File: src/rtl/axi_rw_bridge_pkg.sv
// Shared encodings for the fetch/data to single-beat AXI4 bridge.
package axi_rw_bridge_pkg;

  typedef enum logic [1:0] {
    SIZE_B = 2'b00,
    SIZE_H = 2'b01,
    SIZE_W = 2'b10,
    SIZE_D = 2'b11
  } size_e;

  typedef enum logic {
    REQ_READ  = 1'b0,
    REQ_WRITE = 1'b1
  } req_e;

  typedef enum logic [1:0] {
    RESP_OKAY   = 2'b00,
    RESP_EXOKAY = 2'b01,
    RESP_SLVERR = 2'b10,
    RESP_DECERR = 2'b11
  } resp_e;

  typedef enum logic [2:0] {
    IDLE  = 3'd0,
    RD_A  = 3'd1,
    RD_D  = 3'd2,
    WR_AW = 3'd3,
    WR_B  = 3'd4,
    DONE  = 3'd5
  } state_e;

  function automatic logic [2:0] axi_size(input logic [1:0] size);
    return {1'b0, size};
  endfunction

endpackage

File: src/rtl/axi_lane_align.sv
// Byte-lane alignment for a 64-bit bus: store strobes/shift and load right-justification.
module axi_lane_align (
  input  logic [2:0]  off_i,
  input  logic [1:0]  size_i,
  input  logic [63:0] wdata_i,
  input  logic [63:0] rdata_i,
  output logic [7:0]  strb_o,
  output logic [63:0] wdata_o,
  output logic [63:0] rdata_o
);

  logic [15:0] lane_mask;

  // Mask is built wide so a misaligned access spills past lane 7 and is dropped.
  assign lane_mask = (16'd1 << (5'd1 << size_i)) - 16'd1;
  assign strb_o    = 8'(lane_mask << off_i);
  assign wdata_o   = wdata_i << {off_i, 3'b000};
  assign rdata_o   = rdata_i >> {off_i, 3'b000};

endmodule

File: src/rtl/axi_rw_bridge.sv
// Arbitrates core fetch and data requests onto one single-beat AXI4 master,
// one transaction outstanding; data requests win ties.
module axi_rw_bridge
  import axi_rw_bridge_pkg::*;
#(
  parameter int ADDR_WIDTH = 64,
  parameter int DATA_WIDTH = 64,
  parameter int INST_WIDTH = 32
) (
  input  logic                  clock,
  input  logic                  reset,
  input  logic                  if_valid,
  output logic                  if_ready,
  input  logic [ADDR_WIDTH-1:0] if_addr,
  input  logic [1:0]            if_size,
  input  logic                  if_req,
  output logic [INST_WIDTH-1:0] if_data_read,
  output logic [1:0]            if_resp,
  input  logic                  mem_valid,
  output logic                  mem_ready,
  input  logic [ADDR_WIDTH-1:0] mem_addr,
  input  logic [1:0]            mem_size,
  input  logic                  mem_req,
  input  logic [DATA_WIDTH-1:0] mem_data_write,
  output logic [DATA_WIDTH-1:0] mem_data_read,
  output logic [1:0]            mem_resp,
  output logic                  axi_aw_valid,
  input  logic                  axi_aw_ready,
  output logic [ADDR_WIDTH-1:0] axi_aw_addr,
  output logic [2:0]            axi_aw_size,
  output logic                  axi_w_valid,
  input  logic                  axi_w_ready,
  output logic [DATA_WIDTH-1:0] axi_w_data,
  output logic [7:0]            axi_w_strb,
  input  logic                  axi_b_valid,
  output logic                  axi_b_ready,
  input  logic [1:0]            axi_b_resp,
  output logic                  axi_ar_valid,
  input  logic                  axi_ar_ready,
  output logic [ADDR_WIDTH-1:0] axi_ar_addr,
  output logic [2:0]            axi_ar_size,
  input  logic                  axi_r_valid,
  output logic                  axi_r_ready,
  input  logic [DATA_WIDTH-1:0] axi_r_data,
  input  logic [1:0]            axi_r_resp
);

  state_e                state_q;
  logic                  sel_mem_q;
  logic [ADDR_WIDTH-1:0] addr_q;
  logic [1:0]            size_q;
  logic [DATA_WIDTH-1:0] wdata_q;
  logic                  ar_valid_q, aw_valid_q, w_valid_q, b_ready_q, r_ready_q;
  logic                  aw_done_q, w_done_q;
  logic                  if_ready_q, mem_ready_q;
  logic [INST_WIDTH-1:0] if_data_q;
  logic [1:0]            if_resp_q, mem_resp_q;
  logic [DATA_WIDTH-1:0] mem_data_q;

  logic                  aw_done_d, w_done_d;
  logic [DATA_WIDTH-1:0] rdata_aligned;
  logic                  unused_if_req;

  // The fetch port is read-only; its direction bit carries no meaning here.
  assign unused_if_req = if_req;

  assign aw_done_d = aw_done_q | (aw_valid_q & axi_aw_ready);
  assign w_done_d  = w_done_q  | (w_valid_q  & axi_w_ready);

  axi_lane_align u_align (
    .off_i   (addr_q[2:0]),
    .size_i  (size_q),
    .wdata_i (wdata_q),
    .rdata_i (axi_r_data),
    .strb_o  (axi_w_strb),
    .wdata_o (axi_w_data),
    .rdata_o (rdata_aligned)
  );

  always_ff @(posedge clock) begin
    if (reset) begin
      state_q     <= IDLE;
      sel_mem_q   <= 1'b0;
      addr_q      <= '0;
      size_q      <= SIZE_B;
      wdata_q     <= '0;
      ar_valid_q  <= 1'b0;
      aw_valid_q  <= 1'b0;
      w_valid_q   <= 1'b0;
      b_ready_q   <= 1'b0;
      r_ready_q   <= 1'b0;
      aw_done_q   <= 1'b0;
      w_done_q    <= 1'b0;
      if_ready_q  <= 1'b0;
      mem_ready_q <= 1'b0;
      if_data_q   <= '0;
      if_resp_q   <= RESP_OKAY;
      mem_data_q  <= '0;
      mem_resp_q  <= RESP_OKAY;
    end else begin
      case (state_q)
        IDLE: begin
          if (mem_valid) begin
            sel_mem_q <= 1'b1;
            addr_q    <= mem_addr;
            size_q    <= mem_size;
            wdata_q   <= mem_data_write;
            if (mem_req == REQ_WRITE) begin
              aw_valid_q <= 1'b1;
              w_valid_q  <= 1'b1;
              aw_done_q  <= 1'b0;
              w_done_q   <= 1'b0;
              state_q    <= WR_AW;
            end else begin
              ar_valid_q <= 1'b1;
              state_q    <= RD_A;
            end
          end else if (if_valid) begin
            sel_mem_q  <= 1'b0;
            addr_q     <= if_addr;
            size_q     <= if_size;
            ar_valid_q <= 1'b1;
            state_q    <= RD_A;
          end
        end
        RD_A: begin
          if (axi_ar_ready) begin
            ar_valid_q <= 1'b0;
            r_ready_q  <= 1'b1;
            state_q    <= RD_D;
          end
        end
        RD_D: begin
          if (axi_r_valid) begin
            r_ready_q <= 1'b0;
            state_q   <= DONE;
            if (sel_mem_q) begin
              mem_ready_q <= 1'b1;
              mem_data_q  <= rdata_aligned;
              mem_resp_q  <= axi_r_resp;
            end else begin
              if_ready_q <= 1'b1;
              if_data_q  <= addr_q[2] ? axi_r_data[63:32] : axi_r_data[31:0];
              if_resp_q  <= axi_r_resp;
            end
          end
        end
        WR_AW: begin
          // Each channel retires on its own handshake; b_ready waits for both.
          aw_done_q <= aw_done_d;
          w_done_q  <= w_done_d;
          if (aw_valid_q && axi_aw_ready) aw_valid_q <= 1'b0;
          if (w_valid_q && axi_w_ready)   w_valid_q  <= 1'b0;
          if (aw_done_d && w_done_d) begin
            b_ready_q <= 1'b1;
            state_q   <= WR_B;
          end
        end
        WR_B: begin
          if (axi_b_valid) begin
            b_ready_q   <= 1'b0;
            mem_ready_q <= 1'b1;
            mem_resp_q  <= axi_b_resp;
            state_q     <= DONE;
          end
        end
        DONE: begin
          if_ready_q  <= 1'b0;
          mem_ready_q <= 1'b0;
          state_q     <= IDLE;
        end
        default: state_q <= IDLE;
      endcase
    end
  end

  assign if_ready      = if_ready_q;
  assign if_data_read  = if_data_q;
  assign if_resp       = if_resp_q;
  assign mem_ready     = mem_ready_q;
  assign mem_data_read = mem_data_q;
  assign mem_resp      = mem_resp_q;
  assign axi_aw_valid  = aw_valid_q;
  assign axi_aw_addr   = addr_q;
  assign axi_aw_size   = axi_size(size_q);
  assign axi_w_valid   = w_valid_q;
  assign axi_b_ready   = b_ready_q;
  assign axi_ar_valid  = ar_valid_q;
  assign axi_ar_addr   = addr_q;
  assign axi_ar_size   = axi_size(size_q);
  assign axi_r_ready   = r_ready_q;

endmodule
File: config.mk
export PLATFORM = sky130hd
export DESIGN_NAME = axi_rw_bridge
export DESIGN_NICKNAME = d
export VERILOG_FILES = /design/src/rtl/axi_rw_bridge_pkg.sv /design/src/rtl/axi_lane_align.sv /design/src/rtl/axi_rw_bridge.sv
export SDC_FILE = /design/constraint.sdc
export NUM_CORES = 1
export LEC_CHECK = 0
export CAP_MARGIN = 25
export CORE_AREA = 8 8 225 227
export CTS_BUF_LIST = sky130_fd_sc_hd__clkbuf_2 sky130_fd_sc_hd__clkbuf_4 sky130_fd_sc_hd__clkbuf_8
export DETAILED_ROUTE_END_ITERATION = 10
export DIE_AREA = 0 0 233 235
export GPL_TIMING_DRIVEN = 0
export HOLD_SLACK_MARGIN = 0.02
export PLACE_DENSITY_LB_ADDON = 0.3
export SYNTH_ARGS = -nofsm -noshare
export SYNTH_HDL_FRONTEND = slang
export SYNTH_SLANG_ARGS = --single-unit
File: constraint.sdc
create_clock -name clock -period 2 [get_ports clock]
set_clock_uncertainty 0.2 [all_clocks]
set_input_delay 0.2 -clock clock [delete_from_list [all_inputs] [get_ports clock]]
set_output_delay 0.2 -clock clock [all_outputs]
set_load 0.02 [all_outputs]
==> metrics.txt <==
critical path peak fanout=8; DR vias=15491; sw frac=0.419; Area growth, synth to finish=85.8%; CTS sink count=243; Ys Warns=0; CTS buffer count=43; critical path, cell by cell=buf_12 -> buf_16 -> mux2i_4 -> nor2_2 -> a21oi_2 -> buf_4 -> o21ai_2 -> buf_6; Arr. time, crit path=2.19 ns; initial drt markers=1128; Post-synth EDFFs=0; Place WS=-1.04 ns; sequential area share after synthesis=0.361; Post-DRT Antenna Nets=0; # IOs=588; die area=54800 um2; CP required=1.60 ns; Period Utilization, post-route=1.29; Critical-path top delay cell=dfxtp_4; Crit path max-delay family=buffers and inverters; Max clock buf depth=3; routed len/inst=25.9 um; clock power share=0.185; LEAKAGE=10.9 nW; port bufs=582; crit path kind=reg2out; Horiz. Die Dim=233 um; drt first pass iters=5; largest net degree at the start of global routing=12; synthesized flop and latch total=243; worst path bufs/invs=4; final wirelength=76900 um; vias in the first global route=15484; first-pass GRT wire length=108000 um; Placed Cells=2721; Sw Pwr=11.4 mW; worst r2r src=axi_ar_addr[0]$_SDFFE_PP0P_; die height=235 um; Slew @ Worst Pin=0.909 ns; Hold Path Sink=axi_ar_addr[54]$_SDFFE_PP0P_; max cap viols=0; internal power=15.8 mW; Syn Area/Cell=8.84 um2; R2R setup slack=-0.49 ns; Starting Density=0.286; RePlAce Congestion=0.983; CP max stage delay=0.39 ns; RR Endpoint=mem_data_read[6]$_SDFFE_PP0P_; routed vias/inst=5.21; H-tree depth=2; Worst Hold Class=in2reg; Fin. Hold Viols=0; fin crit period=2.59 ns; Clk Tree Root Cell=clkbuf_8; synthesized instance count=1523; Post-Place Cell Area=20100 um2; RSZ-0062 raised after global routing=true; power density cells=1090 nW/um2; sequential share of power=0.239; worst setup margin=-0.589 ns; Startpoint Class=flop; remaining global-route overflow=0; min-delay src=if_addr[54]; Worst VDD drop=0.645 mV; failing checks=setup timing; combinational power share=0.576; core area=47100 um2; layout cells sized above 1=0.304; Total GRT Usage=0.263; Hold Path Depth=3; outcome=finished, violations left; Worst-path clk slew=0.06 ns; CP Capture Type=output port; ys flop type=dfxtp_1; fin. max-slew vios=0; fin cells=2974; worst skew pair latency=0.61 ns; Worst setup startpoint=axi_ar_addr[1]$_SDFFE_PP0P_; Final Core Density=0.531; Reg2Reg Depth=11; Rel. slew slack=0.394; DP Wirelength=59800 um; max frequency=0.386 GHz; CTS tree=yes; synth unique cells=48; Remaining DRCs=0; Final setup viols=116; # nets final=2600; Mapped Area=13500 um2; initial antenna violation count=4; # rows=80; cell area after layout=25000 um2; Post-synth ARST share=0
worst register-to-register path, cell delays in order (launching register included):
cell     delay, ns
dfxtp_4       0.37
buf_12        0.13
buf_6         0.11
buf_8         0.11
buf_6         0.10
buf_6         0.12
buf_12        0.14
buf_12        0.14
buf_6         0.11
mux4_2        0.49
o22ai_4       0.25
nor3_2        0.07
layer usage:
metal  GRT usage  wire length (um)  vias up
li1            -                 -     7021
met1       0.324             31300     7516
met2       0.444             37000      793
met3      0.0658              6080      157
met4      0.0842              2550        4
met5           0                28        -
final cells by class:
type	instances	area, um2
tap	615	769
multi-input combinational	1068	8740
clock inverter	9	51.3
sequential	243	4880
buffer	204	1890
clock buffer	69	887
antenna	1	2.50
inverter	6	27.5
timing repair buffer	759	7770
fill	4269	22100
worst max-delay path by stage:
| stage | endpoint | slack, ns | cells after the start |
|---|---|---|---|
| floorplan | axi_w_data[56] | -0.06 | 5 |
| global placement | axi_w_data[41] | -1.07 | 6 |
| detailed placement | axi_w_strb[6] | -1.04 | 6 |
| CTS | axi_w_strb[6] | -0.64 | 7 |
| global route | axi_w_data[51] | -0.68 | 8 |
| finish | axi_w_data[51] | -0.59 | 8 |
registers in the layout, summed over array words and instances (netlist names):
signal / count
aw_done_q: 1
axi_ar_addr: 64
axi_ar_valid: 1
axi_aw_valid: 1
axi_b_ready: 1
axi_r_ready: 1
axi_w_valid: 1
if_data_read: 32
if_ready: 1
if_resp: 2
mem_data_read: 64
mem_ready: 1
mem_resp: 2
sel_mem_q: 1
size_q: 2
state_q: 3
w_done_q: 1
wdata_q: 64
Yosys cell counts (9+ instances only):
cell / n / share of area
nor3_1: 29 / 0.011
a22oi_1: 19 / 0.011
o21ai_0: 32 / 0.012
buf_4: 88 / 0.049
mux2i_1: 182 / 0.14
a221oi_1: 15 / 0.0098
o2bb2ai_1: 9 / 0.0059
nand3_1: 20 / 0.0074
clkbuf_1: 41 / 0.011
dfxtp_1: 243 / 0.36
mux2_2: 32 / 0.027
nand2_1: 177 / 0.049
buf_2: 66 / 0.025
a211oi_1: 111 / 0.062
mux4_2: 38 / 0.064
a21oi_1: 112 / 0.042
and2_1: 10 / 0.0046
nor2_1: 206 / 0.057
o22ai_1: 25 / 0.012
placed cells by master (no fill, tap or decap), types with 12 or more instances in the layout:
cell type / n
dfxtp_1: 233
mux4_2: 40
nor3_1: 25
nand3_1: 16
a22oi_2: 13
mux2_4: 16
clkbuf_1: 29
dlymetal6s2s_1: 49
a221oi_2: 12
clkbuf_8: 60
o22ai_2: 19
mux2i_2: 17
mux2i_4: 22
clkdlybuf4s50_1: 297
nor2_2: 23
mux2_2: 16
buf_12: 38
buf_6: 84
dlygate4sd2_1: 160
mux2i_1: 143
dlygate4sd3_1: 100
nor2_1: 175
o21ai_2: 21
a21oi_1: 90
buf_4: 134
buf_2: 31
clkbuf_4: 16
a21oi_2: 19
nand2_1: 170
a211oi_1: 102
what timing repair did:
item                                    4_1_cts  5_1_grt
gates cloned                                 10        7
hold buffers                                100        0
endpoints found under the setup margin      457      334
pin swaps                                    59       65
resized for setup                           895      293
setup buffers                                42       22
hold endpoints to repair                     90        0
power by group through the flow:
stage	clock, mW	combinational, mW	sequential (mW)
5_1_grt	5.34	16.4	6.58
6_report	5.04	15.7	6.52
2_1_floorplan	0	6.30	6.76
3_5_place_dp	0	12.2	6.54
3_3_place_gp	0	12.2	6.52
4_1_cts	5.12	14.3	6.47
metrics by stage:
step	total power [mW]	setup TNS [ns]	hold slack (ns)
6_report	27.2	-48.83	0.0363
5_1_grt	28.3	-56.56	0.0339
4_1_cts	25.9	-45.99	0.0216
3_5_place_dp	18.7	-121.60	0.250
3_3_place_gp	18.7	-123.46	0.244
2_1_floorplan	13.1	-0.285	0.116
kinds of logic after synthesis:
| family | after synthesis | synth area share |
|---|---|---|
| other | 1 | 0.000279 |
| flip-flops | 243 | 0.361 |
| AND/OR/NAND/NOR | 465 | 0.143 |
| multiplexers | 254 | 0.230 |
| buffers and inverters | 213 | 0.0964 |
| AO/OA/AOI/OAI | 347 | 0.169 |
(Power assumes the default switching activity.)
